## src/rtl/usb_slavefifo_rx_stream_if.sv

```systemverilog
// FX3 slave-FIFO reader output stream.
// Valid/ready word stream towards the consumer.
interface usb_slavefifo_rx_stream_if #(
  parameter int DATA_W = 32
);
  logic [DATA_W-1:0] m_data;
  logic              m_valid;
  logic              m_ready;

  modport master (
    output m_data,
    output m_valid,
    input  m_ready
  );

  modport slave (
    input  m_data,
    input  m_valid,
    output m_ready
  );
endinterface

```

## src/rtl/usb_slavefifo_rx_stream.sv

```systemverilog
// FX3 slave-FIFO stream-out reader.
// Tracks read latency so backpressure never loses words.
module usb_slavefifo_rx_stream #(
  parameter int         DATA_W     = 32,
  parameter int         RD_LATENCY = 2,
  parameter int         BUF_DEPTH  = 8,
  parameter int         WM_TAIL    = 0,
  parameter logic [1:0] FIFO_ADDR  = 2'b11
) (
  input  logic              clk,
  input  logic              rst_n,
  input  logic              en,
  input  logic              flag_rdy,
  input  logic              flag_wm,
  input  logic [DATA_W-1:0] usb_data,
  output logic              slcs_n,
  output logic              slwr_n,
  output logic              pktend_n,
  output logic [1:0]        fifo_addr,
  output logic              slrd_n,
  output logic              sloe_n,
  usb_slavefifo_rx_stream_if.master m,
  output logic [31:0]       rx_words,
  output logic              err_ovf,
  output logic              busy
);
  localparam int AW = $clog2(BUF_DEPTH);
  localparam int SW = AW + 2;

  typedef enum logic [1:0] {
    IDLE,
    READ,
    TAIL,
    DRAIN
  } state_t;

  state_t                  state;
  logic [3:0]              tail;
  logic [RD_LATENCY-1:0]   pipe;
  logic [DATA_W-1:0]       mem [BUF_DEPTH];
  logic [AW-1:0]           wp;
  logic [AW-1:0]           rp;
  logic [SW-1:0]           count;
  logic [SW-1:0]           inflight;
  logic                    space;
  logic                    issue;
  logic                    push;
  logic                    pop;
  logic                    full;

  assign slcs_n    = 1'b0;
  assign slwr_n    = 1'b1;
  assign pktend_n  = 1'b1;
  assign fifo_addr = FIFO_ADDR;

  assign busy      = (state != IDLE);
  assign push      = pipe[RD_LATENCY-1];
  assign full      = (count == SW'(BUF_DEPTH));
  assign m.m_valid = (count != '0);
  assign m.m_data  = mem[rp];
  assign pop       = m.m_valid & m.m_ready;
  assign space     = (count + inflight) < SW'(BUF_DEPTH);

  // Words requested but not yet landed on the bus.
  always_comb begin
    inflight = '0;
    for (int i = 0; i < RD_LATENCY; i++)
      inflight = inflight + SW'(pipe[i]);
  end

  // Read request only while a landing slot is guaranteed.
  always_comb begin
    issue = 1'b0;
    unique case (state)
      READ:    issue = en & flag_wm & space;
      TAIL:    issue = en & space & (tail != '0);
      default: issue = 1'b0;
    endcase
  end

  // Burst control FSM with registered strobes.
  always_ff @(posedge clk) begin
    if (!rst_n) begin
      state  <= IDLE;
      tail   <= '0;
      slrd_n <= 1'b1;
      sloe_n <= 1'b1;
    end else begin
      slrd_n <= ~issue;
      unique case (state)
        IDLE: begin
          if (en && flag_rdy && flag_wm) begin
            state  <= READ;
            sloe_n <= 1'b0;
          end
        end
        READ: begin
          if (!en) begin
            state <= DRAIN;
          end else if (!flag_wm) begin
            if (WM_TAIL == 0) begin
              state <= DRAIN;
            end else begin
              state <= TAIL;
              tail  <= 4'(WM_TAIL);
            end
          end
        end
        TAIL: begin
          if (!en || tail == '0) begin
            state <= DRAIN;
          end else if (issue) begin
            tail <= tail - 1'b1;
            if (tail == 4'd1)
              state <= DRAIN;
          end
        end
        DRAIN: begin
          if (inflight == '0) begin
            state  <= IDLE;
            sloe_n <= 1'b1;
          end
        end
        default: begin
          state  <= IDLE;
          sloe_n <= 1'b1;
        end
      endcase
    end
  end

  // Issue bits ride alongside the FX3 read latency.
  always_ff @(posedge clk) begin
    if (!rst_n) begin
      pipe <= '0;
    end else begin
      pipe[0] <= issue;
      for (int i = 1; i < RD_LATENCY; i++)
        pipe[i] <= pipe[i-1];
    end
  end

  // FWFT buffer absorbing in-flight words under backpressure.
  always_ff @(posedge clk) begin
    if (!rst_n) begin
      wp       <= '0;
      rp       <= '0;
      count    <= '0;
      rx_words <= '0;
      err_ovf  <= 1'b0;
    end else begin
      if (push && !full) begin
        mem[wp] <= usb_data;
        wp      <= wp + 1'b1;
      end
      if (push && full)
        err_ovf <= 1'b1;
      if (pop) begin
        rp       <= rp + 1'b1;
        rx_words <= rx_words + 1'b1;
      end
      unique case ({push && !full, pop})
        2'b10:   count <= count + 1'b1;
        2'b01:   count <= count - 1'b1;
        default: count <= count;
      endcase
    end
  end
endmodule

```

## src/flat_wrapper.sv

```systemverilog
// flat-port wrapper written by rule: the top's interface ports become plain ports
module usb_slavefifo_rx_stream_flat 
#(
  parameter int         DATA_W     = 32,
  parameter int         RD_LATENCY = 2,
  parameter int         BUF_DEPTH  = 8,
  parameter int         WM_TAIL    = 0,
  parameter logic [1:0] FIFO_ADDR  = 2'b11
)
  (clk, rst_n, en, flag_rdy, flag_wm, usb_data, slcs_n, slwr_n, pktend_n, fifo_addr, slrd_n, sloe_n, rx_words, err_ovf, busy, m_m_data, m_m_valid, m_m_ready);
  usb_slavefifo_rx_stream_if #(.DATA_W(DATA_W)) m_i ();
  input  logic clk;
  input  logic rst_n;
  input  logic en;
  input  logic flag_rdy;
  input  logic flag_wm;
  input  logic [DATA_W-1:0] usb_data;
  output logic slcs_n;
  output logic slwr_n;
  output logic pktend_n;
  output logic [1:0] fifo_addr;
  output logic slrd_n;
  output logic sloe_n;
  output logic [31:0] rx_words;
  output logic err_ovf;
  output logic busy;
  output wire logic [$bits(m_i.m_data)-1:0] m_m_data;
  output wire logic [$bits(m_i.m_valid)-1:0] m_m_valid;
  input wire logic [$bits(m_i.m_ready)-1:0] m_m_ready;
  assign m_m_data = m_i.m_data;
  assign m_m_valid = m_i.m_valid;
  assign m_i.m_ready = m_m_ready;
  usb_slavefifo_rx_stream #(.DATA_W(DATA_W), .RD_LATENCY(RD_LATENCY), .BUF_DEPTH(BUF_DEPTH), .WM_TAIL(WM_TAIL), .FIFO_ADDR(FIFO_ADDR)) u_core (.clk(clk), .rst_n(rst_n), .en(en), .flag_rdy(flag_rdy), .flag_wm(flag_wm), .usb_data(usb_data), .slcs_n(slcs_n), .slwr_n(slwr_n), .pktend_n(pktend_n), .fifo_addr(fifo_addr), .slrd_n(slrd_n), .sloe_n(sloe_n), .m(m_i), .rx_words(rx_words), .err_ovf(err_ovf), .busy(busy));
endmodule
```

## config.mk

```make
export PLATFORM = sky130hd
export DESIGN_NAME = usb_slavefifo_rx_stream_flat
export DESIGN_NICKNAME = d
export VERILOG_FILES = /design/src/rtl/usb_slavefifo_rx_stream_if.sv /design/src/rtl/usb_slavefifo_rx_stream.sv /design/src/flat_wrapper.sv
export SDC_FILE = /design/constraint.sdc
export NUM_CORES = 1
export LEC_CHECK = 0
export ABC_AREA = 1
export CORE_MARGIN = 2
export CORE_UTILIZATION = 60
export DETAILED_ROUTE_END_ITERATION = 16
export GPL_TIMING_DRIVEN = 1
export PLACE_DENSITY = 0.82
export RECOVER_POWER = 100
export SETUP_SLACK_MARGIN = 0.02
export SLEW_MARGIN = 30
export SYNTH_ARGS = -nofsm -noshare
export SYNTH_HDL_FRONTEND = slang
export SYNTH_SLANG_ARGS = --single-unit
export TNS_END_PERCENT = 30
```

## constraint.sdc

```tcl
create_clock -name clk -period 5.79 [get_ports clk]
set_input_delay 1.158 -clock clk [delete_from_list [all_inputs] [get_ports clk]]
set_output_delay 1.158 -clock clk [all_outputs]
set_load 0.005 [all_outputs]
```

# Word-level counts from Yosys, hierarchy flattened
# Memories as Yosys holds them, arrays and structs flattened. A register that Yosys moved wholly into a read port is not among the register bits.
# Cells that the tools add are included.
# totals
regBits	54
mem_bits_rw	256
inputBits	38
output_inout_bits	74
word_cells	75
mem_count	1
# mem_list
memory	words	word_bits	read_ports	rd_clocked_by_memory_dff	write_ports	line	rtl
u_core.mem	8	32	1	1	1	usb_slavefifo_rx_stream.sv:40	logic [DATA_W-1:0] mem [BUF_DEPTH];
# classes
add_sub_neg	8
order_cmp	1
n_eq_ne	12
n_mux	18
n_bitwise	7
n_reduce_logical	18
# op_table
op	count
$add 32x1->32 const B	1
$mux 2	7
$pmux 5 s2	1
$pmux 2 s4	1
$add 3x1->3 const B	2
$eq 2x2->1 const B	3
$mux 3	2
$ne 3x1->1 const B	2
$reduce_and 3->1	2
$reduce_bool 2->1	3
$add 5x1->5 const B	1
$add 5x2->5	1
$and 1x1->1	5
$eq 5x4->1 const B	1
$logic_not 5->1	1
$lt 5x4->1 const B	1
$mux 1	5
$reduce_and 5->1	1
$reduce_bool 5->1	1
$sub 5x1->5 const B	1
$eq 2x1->1 const B	2
$eq 4x1->1 const B	1
$logic_and 1x1->1	4
$logic_not 4->1	1
10 further kinds	14

# Longest topological paths before layout
# logic_depth
depth_word	9
mapped_depth	18
ltp_nobuf	16

# Worst setup path after synthesis
# OpenSTA, ideal clock, no wires.
# synth_path
path_kind	input-to-reg
startpoint	input port rst_n
endpoint	memory u_core.mem[0][0], enable pin
setup_ns	0.461
arrival_ns	3.857
required_ns	5.329
setup_slack_ns	1.472
cell_stages	5
n_path_buf	1
cell_sequence	clkbuf_1 -> inv_1 -> nor2_1 -> inv_1 -> nor3_1
# synth_via
elab_chain_len	2
# synth_lines
element	line	rtl
start, declared	flat_wrapper.sv:13	input logic rst_n;
$mux 1	usb_slavefifo_rx_stream.sv:145	if (!rst_n) begin
$mux 1 (implied by the code)	usb_slavefifo_rx_stream.sv:153	mem[wp] <= usb_data;
end, declared	usb_slavefifo_rx_stream.sv:40	
# No other way between the ends.

==> metrics.md <==
| Metric | Value |
|---|---|
| Status | complete, no violations |
| Initial DRC Count | 795 |
| Reg power frac | around two fifths |
| Final setup viols | 0 |
| Total clock sinks | between 300 and 400 |
| Routed wire length per instance | 17.9 um |
| DR pass1 iterations | 5 |
| Placer Congestion | 0.896 |
| Top FF cell, synth | edfxtp_1 |
| Routing usage on met3 | 4.49% |
| Total power draw | roughly 0.0062 W |
| Comb pwr share | 25.8% |
| Asr flop ratio synth | 0% |
| Met2 Usage GRT | 42.9% |
| I/O pin cnt | 112 |
| TritonCTS buffer count | 30 |
| Final Worst Setup Slack | around 700 ps |
| Htree depth | 1 |
| Root buf cell | clkbuf_16 |
| Post-route minimum period | 5090 ps |
| Design Area, Final | between 15,000 and 20,000 um^2 |
| Synth Area per Inst | 10.7 um^2 |
| Filler cells | 1,453 |
| Worst-skew pair later-pin latency | ~580 ps |
| Setup repair bufs after CTS | 0 |
| Net Sw Power | 0.00187 W |
| Yosys cell types | 41 |
| Final period util | 87.9% |
| TNS Setup | 0 ps |
| Max Fclk | roughly 200 MHz |
| Clock power frac | 32.4% |
| I/O Buffers | 106 |
| Slowest stage delay, CP | 1020 ps |
| Drt drc | 0 |
| Largest net degree at the start of global routing | 99 |
| Ys Warns | 0 |
| Total gr overflow | 0 |
| Top Usage Layer GRT | met2 |
| Min-delay worst type | reg -> reg |
| Num rows | 54 |
| M1 GR Usage | 31.6% |
| Slew HR | 2.13% |
| Die outline height | 153 um |
| Post-synth EDFFs | 256 |
| Clk_skew | ~34 ps |
| CP Data Arrival Time | just under 4000 ps |
| Storage element area | 8830 um^2 |
| MaxCap Viol Count | 0 |
| Area of the multi-input gates | a little under 4000 um^2 |
| Most frequent cells in the layout | nor2_1 (292), edfxtp_1 (256), nand2_1 (150) |
| TritonCTS clock tree | done |
| Final net count | 1,395 |
| Layout cells sized above 1 | 7.71% |
| CP required | 4630 ps |
| Clk slew on worst S/H paths | 60 ps |
| CTS Hold Buffers Added | 0 |
| Worst Tran Pin Value | 1470 ps |
| Cell-internal power | ~0.0043 W |
| Final Hold Fails | 0 |
| Routed via count | ~9,500 |
| Initial antenna violation count | 2 |
| PostCTS Resize Cnt | 0 |
| Worst setup SP type | flop |
| Sequential share of the synthesized area | 66.5% |
| Core Area | 21,800 um^2 |
| PwrDens | around 390 nW/um^2 |
| Flops & latches, synth | ~310 |
| Switch share | between 30% and 40% |
| Critical path's slowest cell | dfxtp_2 |
| GRT Total Usage | around a quarter |
| Placed Area | approximately 15,000 um^2 |
| Final core utilization | 71.9% |
| Setup WS pre-CTS | approximately 1400 ps |
| Post-DP HPWL | ~17,000 um |
| Antenna-violating nets left | 0 |
| Drt total wl | 29,300 um |
| RSZ-0062 raised after global routing | no |
| Starting density of the core | 61.0% |
| Largest fanout on the critical path | 98 |
| Most common cell after layout, fill and taps aside | nor2_1 |
| Max rail drop VDD | approximately 0.25 mV |
| Die width | roughly 150 um |
| Die area | 23,300 um^2 |
| CTS max path bufs | 3 |
| Critical-path cell list | clkinv_4 -> clkbuf_1 -> o21ai_0 -> a31oi_1 -> dlygate4sd3_1 |
| Vias per cell | 5.78 |
| Area Overhead vs Synth | 17.7% |
| Mapped cell area | 13,300 um^2 |
| First-pass GRT wire length | between 40,000 and 50,000 um |
| Pleak | 5.52 nW |
| # diodes | 0 |
| Gate Count Post-Synth | around 1,200 |
| CP Capture Type | output pin |
| Vias in the first global route | 9,534 |
| Max-slew violation count | 0 |
| Setup CP Type | reg -> out |
==> cell usage after synthesis (all sizes together), types with 24 or more instances <==
| cell type | instances | area [um^2] |
|---|---|---|
| nand2 | 158 | 623 |
| dfxtp | 57 | 1140 |
| o21ai | 150 | 751 |
| a31oi | 32 | 200 |
| o22ai | 33 | 206 |
| nor2 | 311 | 1240 |
| a21oi | 42 | 218 |
| nand3 | 24 | 158 |
| buf | 34 | 206 |
| clkbuf | 28 | 115 |
| inv | 66 | 248 |
| edfxtp | 256 | 7690 |
==> stage by stage <==
step                      cells  hold WS [ps]
after floorplan            1245           424
after global placement     1581           435
after detailed placement   1586           444
after CTS                  1641           450
after global routing       1641           486
final                      1641           448
==> worst max-delay path: cells and delay by family (launching register included) <==
kind | cells | cell delay (ps)
compound gates | 2 | 420
buf+inv | 3 | 1900
flops | 1 | 1020
==> power by group through the flow <==
stage                     registers, W  clock network (W)  logic (W)
after floorplan                0.00257                  0    0.00106
after global placement         0.00262                  0    0.00157
after detailed placement       0.00263                  0    0.00163
after CTS                      0.00258            0.00201    0.00165
after global routing           0.00259            0.00210    0.00178
final                          0.00258            0.00200    0.00159
==> kinds of logic (layout without fill, tap and decap cells) <==
family | count (synthesis) | in the layout | synth area share [%]
fa+ha+maj | 19 | 19 | 1.85
buf+inv | 128 | 244 | 4.29
flops | 313 | 313 | 66.5
compound gates | 262 | 262 | 10.7
xor+xnor | 6 | 6 | 0.396
other cells | 2 | 5 | 0.0566
simple gates | 512 | 512 | 16.3
==> sequential cells by signal (all words and copies together), names as in the netlist, named ones only <==
signal	count
u_core.pipe	2
u_core.rp	3
u_core.wp	3
u_core.mem	256
u_core.count	5
u_core.rx_words	32
u_core.err_ovf	1
u_core.slrd_n	1
u_core.state	2
u_core.tail	4
u_core.sloe_n	1
==> metal layers <==
layer | up-vias | wire length (um)
li1 | 4471 | -
met2 | 431 | 14300
met4 | 4 | 920
met1 | 4497 | 11800
met3 | 77 | 2240
met5 | - | 26
==> cell type report <==
cell class | instances | area share [%]
clock buffer | 34 | 4.90
multi-input combinational | 804 | 25.0
timing repair buffer | 123 | 8.06
clock inverter | 21 | 1.66
sequential | 313 | 56.5
tap | 280 | 2.24
inverter | 66 | 1.62
==> path summary, 6_finish.rpt <==
| path | start | to | slack (ps) | cells after the start |
|---|---|---|---|---|
| worst max register to register | u_core.count[2]$_SDFFE_PN0P_ | u_core.count[4]$_SDFFE_PN0P_ | 2730 | 16 |
| worst min-delay path | u_core.pipe[0]$_SDFF_PN0_ | u_core.pipe[1]$_SDFF_PN0_ | 450 | 2 |
| worst max-delay path | flop | m_m_data[3] | 700 | 5 |
| worst min register to register | u_core.pipe[0]$_SDFF_PN0_ | u_core.pipe[1]$_SDFF_PN0_ | 450 | 2 |
Note: power is estimated with default switching activity, not from simulation.
==> edit, RTL diff (same settings) <==
`WM_TAIL` is set to 0 in 2 places; all go to 1.
--- a/src/rtl/usb_slavefifo_rx_stream.sv
+++ b/src/rtl/usb_slavefifo_rx_stream.sv
@@ -6,3 +6,3 @@
   parameter int         BUF_DEPTH  = 8,
-  parameter int         WM_TAIL    = 0,
+  parameter int         WM_TAIL    = 1,
   parameter logic [1:0] FIFO_ADDR  = 2'b11
--- a/src/flat_wrapper.sv
+++ b/src/flat_wrapper.sv
@@ -6,3 +6,3 @@
   parameter int         BUF_DEPTH  = 8,
-  parameter int         WM_TAIL    = 0,
+  parameter int         WM_TAIL    = 1,
   parameter logic [1:0] FIFO_ADDR  = 2'b11
Formal check against the unedited RTL: not equivalent (Yosys sat finds a counterexample within 4 cycles, from zero or initial values and one cycle with rst_n low).
==> edit against the original RTL <==
The flow now finishes with violations (capacitance limit, slew limit). Global-route usage decreased by 0.43 points. Synthesized area decreased by 0.57%. Sequential cell count unchanged. Worst setup slack improved by 0.070 ns. Total power decreased by 2.0%. Maximum frequency increased by 1.4%. Routed wire length decreased by 2.0%. Cell count decreased by 1.6%. Cell area decreased by 0.99%. Register-to-register slack got worse by 0.66 ns. Critical endpoint unchanged. Largest cell class unchanged.
==> edit: results (changes against the original RTL) <==
[worst_setup_path]
r2r_slack_ns = 2.07  ; -0.66 ns
rr_worst_depth = 7  ; -9
critical_path_arrival_ns = 3.86  ; -0.07 ns
slowest_delay_ns = 0.79  ; -0.23 ns
reg2reg_to = u_core.mem[2][17]$_DFFE_PP_
r2r_start = u_core.count[1]$_SDFFE_PN0P_
critPathMaxFanout = 33  ; -66%
cp_slowest_cell = inv_1

[grt]
grt_pass1_vias = 9081  ; -4.8%
grt_max_degree = 85  ; -14%
track_usage_pct = 24.6  ; -0.43 points

[yosys]
synth_area_leaders = edfxtp_1 (58%), dfxtp_1 (8.6%), nor2_1 (8.2%), o21ai_0 (5.5%), nand2_1 (3.3%)
yosysSeqAreaShare_pct = 66.9  ; +0.38 points
synth_commonest_cells = nor2_1 (287), edfxtp_1 (256), o21ai_0 (145)
netlist_instances = 1211  ; -2.5%

[flow_run]
drv_cap = 5  ; +5

[drt]
vias = 9310  ; -1.8%
drt-initial-drc-count = 946  ; +19%

[cts]
clock_latency_ns = 0.53  ; -0.05 ns
cts-buffers-inserted = 29  ; -3.3%
cts_root_buf = clkbuf_16

[cells_and_area]
fin_nets = 1367  ; -2.0%
drive_gt1_share_pct = 6.76  ; -0.96 points
fillers = 1432  ; -1.4%

[status]
failed_checks = capacitance limit, slew limit
status = finished, violations left

[place]
post-place-ws_ns = 1.86  ; +0.426 ns
place_congestion = 0.880  ; -1.9%
dp_hpwl_mm = 17.4  ; +1.2%

[power_and_ir_drop]
max-vdd-ir-drop_mv = 0.323  ; +29%
p_leak_nw = 5.36  ; -2.9%

[timing]
skew_ns = 0.0134  ; -0.0202 ns
slew_viol_final = 113  ; +113

==> edit: changes by cell type after synthesis, moves of 8 or more <==
cell	delta
nand2_1	-35
nand3b_1	-8
nand4_1	+12
nor2_1	-9
nor3_2	+9
xor2_1	+9
==> edit: cell type report <==
type / instances / share of cell area [%]
sequential: 313 / 57.1
multi-input combinational: 778 / 25.0
timing repair buffer: 126 / 8.11
clock buffer: 42 / 5.33
tap: 280 / 2.26
inverter: 62 / 1.51
clock inverter: 11 / 0.695
antenna: 2 / 0.0323
==> edit: metrics by stage <==
step	hold WS, ns	area [um2]
floorplan	0.412	13200
CTS	0.452	15600
global route	0.506	15500
finish	0.450	15500
global placement	0.426	14500
detailed placement	0.430	14700
==> edit: layer usage <==
layer  wire length, um  GRT usage, %
met2             14000          40.7
met1             11800          33.5
met5                 0             0
met3              2290          4.01
met4               616          8.32
==> edit: report_power, final <==
group / leakage (nW) / internal (mW) / switching, mW / total (mW)
clock: 0.464 / 1.07 / 0.767 / 1.84
combinational: 2.13 / 0.658 / 0.956 / 1.61
sequential: 2.76 / 2.48 / 0.107 / 2.59
==> edit: worst max-delay path by stage <==
stage	slack, ns	from	depth (start not counted)	endpoint
after detailed placement	1.86	flip-flop	6	m_m_data[1]
after floorplan	1.70	rst_n	4	u_core.mem[0][0]$_DFFE_PP_
final	0.77	flip-flop	7	m_m_data[3]
after CTS	1.28	flip-flop	6	m_m_data[1]
after global routing	0.56	flip-flop	7	m_m_data[2]
after global placement	1.95	rst_n	7	u_core.mem[2][6]$_DFFE_PP_
==> edit: worst reg2reg max path: stages (launching register included) <==
cell and delay, ns:
dfxtp_1 0.43, nor2_1 0.11, nand4_1 0.11, nand2_1 0.23
nor2_1 0.22, inv_1 0.11, nor3_1 1.56, clkbuf_1 0.58
==> edit: kinds of logic (layout without fill, tap and decap cells) <==
kind of cell | Yosys count | in the layout | synth area share (%)
fa+ha+maj | 19 | 19 | 1.86
other cells | 2 | 7 | 0.0569
flops | 313 | 313 | 66.9
buf+inv | 123 | 241 | 3.86
simple gates | 469 | 469 | 15.2
xor+xnor | 22 | 22 | 1.46
compound gates | 263 | 263 | 10.8
